`src/rtl/fifo_arb_pkg.sv`:
```
// Shared types and default sizing for the FIFO write-port arbiter.
package fifo_arb_pkg;

  typedef enum logic [0:0] {
    ARB_IDLE  = 1'b0,
    ARB_GRANT = 1'b1
  } arb_state_e;

  localparam int unsigned NUM_REQ_DEF   = 32'd4;
  localparam int unsigned DATA_W_DEF    = 32'd8;
  localparam int unsigned MAX_BURST_DEF = 32'd4;

  // Burst counter is one bit wider than needed so MAX_BURST itself is representable.
  function automatic int unsigned bcnt_width(input int unsigned max_burst);
    return $clog2(max_burst) + 32'd1;
  endfunction

  localparam int unsigned ID_W   = $clog2(NUM_REQ_DEF);
  localparam int unsigned BCNT_W = bcnt_width(MAX_BURST_DEF);

endpackage

```
`src/rtl/fifo_wr_arbiter_rr_picker.sv`:
```
// Rotating-priority encoder: first set bit of vec_i at or after start_i, wrapping.
module rr_picker #(
  parameter int unsigned N    = 32'd4,
  parameter int unsigned ID_W = 32'd2
) (
  input  logic [N-1:0]    vec_i,
  input  logic [ID_W-1:0] start_i,
  output logic [ID_W-1:0] idx_o,
  output logic            found_o
);

  logic [ID_W-1:0] cand_s;

  // Scan N candidates from start_i; index arithmetic wraps because N is a power of two
  always_comb begin
    idx_o   = '0;
    found_o = 1'b0;
    cand_s  = '0;
    for (int i = 0; i < int'(N); i++) begin
      cand_s = start_i + ID_W'(i);
      if (!found_o && vec_i[cand_s]) begin
        found_o = 1'b1;
        idx_o   = cand_s;
      end else begin
        found_o = found_o;
      end
    end
  end

endmodule

```
`src/rtl/fifo_wr_arbiter.sv`:
```
// Round-robin arbiter sharing one FIFO write port among NUM_REQ producers,
// with each grant bounded to MAX_BURST writes.
module fifo_wr_arbiter
  import fifo_arb_pkg::*;
#(
  parameter int unsigned NUM_REQ   = NUM_REQ_DEF,
  parameter int unsigned DATA_W    = DATA_W_DEF,
  parameter int unsigned MAX_BURST = MAX_BURST_DEF
) (
  input  logic                       clk,
  input  logic                       rst,
  input  logic [NUM_REQ-1:0]         req_valid,
  input  logic [NUM_REQ*DATA_W-1:0]  req_data,
  output logic [NUM_REQ-1:0]         req_ready,
  input  logic                       fifo_full,
  output logic                       fifo_w_en,
  output logic [DATA_W-1:0]          fifo_data,
  output logic [$clog2(NUM_REQ)-1:0] grant_id,
  output logic                       busy
);

  localparam int unsigned GID_W = $clog2(NUM_REQ);
  localparam int unsigned CNT_W = bcnt_width(MAX_BURST);
  localparam logic [CNT_W-1:0] LAST_BEAT = CNT_W'(MAX_BURST - 32'd1);

  arb_state_e       state_q, state_d;
  logic [GID_W-1:0] rr_ptr_q, rr_ptr_d;
  logic [GID_W-1:0] grant_id_q, grant_id_d;
  logic [CNT_W-1:0] burst_cnt_q, burst_cnt_d;
  logic [GID_W-1:0] winner_s;
  logic             found_s;
  logic             granted_s;
  logic             transfer_s;
  logic             release_s;
  logic [DATA_W-1:0] sel_data_s;

  rr_picker #(
    .N    (NUM_REQ),
    .ID_W (GID_W)
  ) u_picker (
    .vec_i   (req_valid),
    .start_i (rr_ptr_q),
    .idx_o   (winner_s),
    .found_o (found_s)
  );

  // Per-cycle beat decode for the granted requester
  always_comb begin
    granted_s  = (state_q == ARB_GRANT);
    transfer_s = granted_s & req_valid[grant_id_q] & ~fifo_full;
    release_s  = granted_s & (~req_valid[grant_id_q] |
                              (transfer_s & (burst_cnt_q == LAST_BEAT)));
    sel_data_s = req_data[grant_id_q*DATA_W +: DATA_W];
  end

  // Next-state logic
  always_comb begin
    state_d = state_q;
    case (state_q)
      ARB_IDLE: begin
        if (found_s) state_d = ARB_GRANT;
        else         state_d = ARB_IDLE;
      end
      ARB_GRANT: begin
        if (release_s) state_d = ARB_IDLE;
        else           state_d = ARB_GRANT;
      end
      default: state_d = ARB_IDLE;
    endcase
  end

  // Pointer, grant and burst counter updates; a full stall simply holds everything
  always_comb begin
    rr_ptr_d    = rr_ptr_q;
    grant_id_d  = grant_id_q;
    burst_cnt_d = burst_cnt_q;
    case (state_q)
      ARB_IDLE: begin
        burst_cnt_d = '0;
        if (found_s) grant_id_d = winner_s;
        else         grant_id_d = grant_id_q;
      end
      ARB_GRANT: begin
        if (release_s) begin
          rr_ptr_d    = grant_id_q + GID_W'(1);
          burst_cnt_d = '0;
        end else if (transfer_s) begin
          burst_cnt_d = burst_cnt_q + CNT_W'(1);
        end else begin
          burst_cnt_d = burst_cnt_q;
        end
      end
      default: begin
        rr_ptr_d    = '0;
        grant_id_d  = '0;
        burst_cnt_d = '0;
      end
    endcase
  end

  // State register with synchronous reset
  always_ff @(posedge clk) begin
    if (rst) begin
      state_q     <= ARB_IDLE;
      rr_ptr_q    <= '0;
      grant_id_q  <= '0;
      burst_cnt_q <= '0;
    end else begin
      state_q     <= state_d;
      rr_ptr_q    <= rr_ptr_d;
      grant_id_q  <= grant_id_d;
      burst_cnt_q <= burst_cnt_d;
    end
  end

  // Output muxing: ready tracks !full so a producer sees accept exactly when a write occurs
  always_comb begin
    req_ready = '0;
    fifo_w_en = 1'b0;
    fifo_data = '0;
    busy      = granted_s;
    if (granted_s) begin
      req_ready[grant_id_q] = ~fifo_full;
      fifo_w_en             = transfer_s;
      fifo_data             = transfer_s ? sel_data_s : '0;
    end else begin
      req_ready = '0;
    end
  end

  assign grant_id = grant_id_q;

endmodule
```
`config.mk`:
```
export PLATFORM = sky130hd
export DESIGN_NAME = fifo_wr_arbiter
export DESIGN_NICKNAME = d
export VERILOG_FILES = /design/src/rtl/fifo_arb_pkg.sv /design/src/rtl/fifo_wr_arbiter_rr_picker.sv /design/src/rtl/fifo_wr_arbiter.sv
export SDC_FILE = /design/constraint.sdc
export NUM_CORES = 1
export LEC_CHECK = 0
export CORE_ASPECT_RATIO = 0.75
export CORE_MARGIN = 10
export CORE_UTILIZATION = 36
export DETAILED_ROUTE_END_ITERATION = 8
export PLACE_DENSITY_LB_ADDON = 0.15
export SYNTH_ARGS = -nofsm -noshare
export SYNTH_HDL_FRONTEND = slang
export SYNTH_SLANG_ARGS = --single-unit
```
`constraint.sdc`:
```
create_clock -name clk -period 2.2 [get_ports clk]
set_input_delay 0.44 -clock clk [delete_from_list [all_inputs] [get_ports clk]]
set_output_delay 0.44 -clock clk [all_outputs]
set_load 0.01 [all_outputs]
```
==> results of run 1 <==
routing by layer:
metal  vias up  GRT usage (%)
li1        467              -
met1       440           15.1
met2        32           19.5
met3         3           3.02
met4         0           3.01
met5         -              0
state kept, by name (all words and copies together) (netlist names):
name	count
burst_cnt_q	3
busy	1
grant_id	2
rr_ptr_q	2
worst reg2reg max path: cells and delay by family, from the launching register on:
family                   cells  cell delay, ns
AND/OR/NAND/NOR              3            0.60
adder cells (fa/ha/maj)      2            0.36
flip-flops                   1            0.35
multiplexers                 1            0.32
stage by stage:
step | setup TNS (ns) | util [%] | power (mW) | cells | hold slack (ns)
6_report | 0 | 66.2 | 0.580 | 189 | 0.502
2_1_floorplan | 0 | - | 0.317 | 90 | 0.456
3_3_place_gp | -3.62 | 65.9 | 0.463 | 185 | 0.476
5_1_grt | 0 | 66.2 | 0.621 | 189 | 0.538
3_5_place_dp | -3.80 | 65.9 | 0.469 | 185 | 0.497
4_1_cts | 0 | 65.7 | 0.587 | 189 | 0.507
final cells by class:
type                    count  share of cell area (%)
repair buffers             65                    38.8
well taps                  34                    2.78
inverters                   5                    1.23
multi-input cells          74                    45.3
clock buffers               3                    1.47
flip-flops and latches      8                    10.5
repair_timing:
| action | in CTS | in global routing |
|---|---|---|
| cloned | 1 | 0 |
| gates resized for setup | 43 | 4 |
| endpoints found under the setup margin | 13 | 8 |
| hold buffers | 0 | 0 |
| hold endpoints to repair | 0 | 0 |
logic make-up after synthesis:
family / count (synthesis)
simple gates: 40
mux: 14
compound gates: 13
buf+inv: 9
flops: 8
fa+ha+maj: 6
cell usage in the layout (no fill, tap or decap), types with 2 or more instances in the layout:
cell              n
buf_2             9
mux4_2            8
nor2_1            8
mux2i_1           2
nand2b_1          2
nand3_1           2
dlymetal6s2s_1    3
and3_4            2
inv_1             5
dfxtp_1           8
clkbuf_4          3
nor2b_1           5
clkdlybuf4s50_1  38
nand2_1           3
dlygate4sd2_1     4
ha_1              6
mux2_4            4
nor3_1            2
and2_1            4
and3_1            7
a21oi_1           5
buf_4            10
worst max-delay path by stage:
stage                  from            to  slack, ns  depth (start not counted)
2_1_floorplan   grant_id[0]  fifo_data[0]       0.36                          3
3_3_place_gp   req_valid[0]  fifo_data[0]      -0.38                          5
3_5_place_dp   req_valid[0]  fifo_data[0]      -0.41                          5
4_1_cts        req_valid[1]  fifo_data[0]      0.004                          5
5_1_grt        req_valid[2]  fifo_data[6]    0.00005                          5
6_report       req_valid[2]  fifo_data[0]       0.02                          5
power by group:
group          internal (mW)  switching (mW)  leakage [nW]  total [mW]
Sequential             0.156          0.0111        0.0654       0.167
Combinational          0.186           0.114         0.605       0.300
Clock                 0.0625          0.0504        0.0138       0.113
==> flow_metrics.py, run 1 <==
metrics = {
    "outcome": {
        "outcome": "finished clean",
    },
    "worst_setup_path": {
        "ff2ff_path_depth": 6,
        "path_delay_family": "multiplexers",
        "rrSetupSlack_ns": 0.47,
        "cp_common_cell": "mux2_4",
        "worstReg2RegStart": "burst_cnt_q[0]",
        "critPathMaxStageDelay_ns": 0.42,
        "r2r_end": "rr_ptr_q[0]",
        "slowest_stage": "clkdlybuf4s50_1",
        "required_ns": 1.76,
        "crit_path_cell_trace": "clkdlybuf4s50_1 -> mux2_4 -> mux2_4 -> and3_4 -> buf_2",
        "crit_path_end_kind": "output port",
        "critPathKind": "input pin to output port",
        "crit_path_start_kind": "input pin",
        "critPathBufInv": 2,
        "crit_arrival_ns": 1.74,
        "crit_fanout": 5,
    },
    "timing": {
        "skew_ns": 0.0148,
        "layout_setup_ws_ns": 0.0241,
        "fin_crit_sh_pct": 98.9,
        "rsz0062_at_grt": "false",
        "min_period_ns": 2.18,
        "finalMaxSlewViolations": 0,
        "relSlewSlack_pct": 75.0,
        "tightest_slew_ns": 0.376,
        "hold_violations": 0,
        "max_freq_mhz": 460,
        "setup_viol": 0,
    },
    "placement": {
        "dp_hpwl_um": 2480,
        "place_area_um2": 1520,
        "portBuffers": 54,
        "pre_cts_ws_ns": -0.407,
        "place.gp.congestion": 0.773,
    },
    "yosys": {
        "yosys-top-cells-count": "9 x and3_1, 8 x dfxtp_1, 8 x mux4_2, 8 x nor2_1, 6 x ha_1",
        "synthAdderAreaFrac_pct": 8.63,
        "synth.area.mux_share_pct": 29.1,
        "synth_ff_type": "dfxtp_1",
        "ys_seq_area_share_pct": 18.4,
        "synth_seq_cells": 8,
        "yosysMostFrequentCell": "and3_1",
        "synthXorXnorAreaFrac_pct": 0,
        "synth_top_area_share_pct": 20.7,
        "synthCells": 90,
        "synth_edf_count": 0,
        "synth_warnings": 0,
        "syn-mean-instance-area_um2": 9.66,
        "synth_compound_area_share_pct": 12.2,
        "synth_area_um2": 870,
        "syn_nets": 135,
        "async_flop_share_pct": 0,
        "synth-simple-area-share_pct": 26.3,
        "synthDistinctLibCells": 34,
        "synth.area.top_cells": "mux4_2 21%, dfxtp_1 18%, ha_1 8.6%, and3_1 6.5%, nor2b_1 3.6%",
        "synth_top_area_cell": "mux4_2",
        "synth_top_family_by_area": "multiplexers",
    },
    "power_and_ir_drop": {
        "p_per_area_nw_per_um2": 379,
        "ir_worst_vdd_mv": 0.246,
        "leakage_nw": 0.684,
    },
    "drt": {
        "remaining_drc_errors": 0,
        "antenna_left": 0,
        "vias": 942,
        "vias_per_cell": 4.98,
        "met3_length_um": 128,
        "wl_met1_um": 1400,
        "drt_iter0_drc": 55,
        "wire_per_inst_um": 16.0,
        "wl_um": 3020,
        "dr.max_layer_used": "met4",
        "met2WireLength_um": 1470,
        "drt_pre_antenna_iters": 4,
    },
    "layout": {
        "nNetsFinal": 202,
        "multi_input_area_um2": 692,
        "ff_latch_area_um2": 160,
        "layout-drive-gt1-share_pct": 26.5,
        "area_growth_pct": 75.8,
        "fillers": 197,
        "n_antenna_cell": 0,
        "final_area_um2": 1530,
    },
    "clock_tree": {
        "clock_sinks": 8,
        "clk_pin_slew_ns": 0.05,
        "post_cts_buffers": 0,
        "numCtsBuffers": 3,
        "h-tree-depth": 1,
        "insertion_delay_ns": 0.26,
        "root_buffer": "clkbuf_4",
        "cts_tree": "done",
        "cts_buffer_depth": 2,
    },
    "global_routing": {
        "grt_pass1_wl_um": 4690,
        "grt_pass1_vias": 902,
        "antenna_found_initial": 0,
        "grt_usage_pct": 11.9,
        "grt_start_max_net_pins": 16,
        "overflow": 0,
    },
    "floorplanning": {
        "start_util_pct": 37.7,
        "die-area_um2": 4800,
        "num_io_pins": 55,
        "die_w_um": 76.8,
        "core-area_um2": 2310,
        "dieHeight_um": 62.6,
        "rows": 15,
    },
    "job": {
        "cap_violations": 0,
    },
    "hold_path": {
        "hold_path.class": "register to register",
        "hold_depth": 2,
        "min_from": "burst_cnt_q[1]",
        "worstHoldEndpoint": "burst_cnt_q[1]",
    },
}
Note: power is estimated with default switching activity, not from simulation.
==> run 2: changes to the inputs <==
SLEW_MARGIN = 20   (was not set)
==> results of run 2 <==
No change in the layout: final DEF, timing and power equal those of run 1.
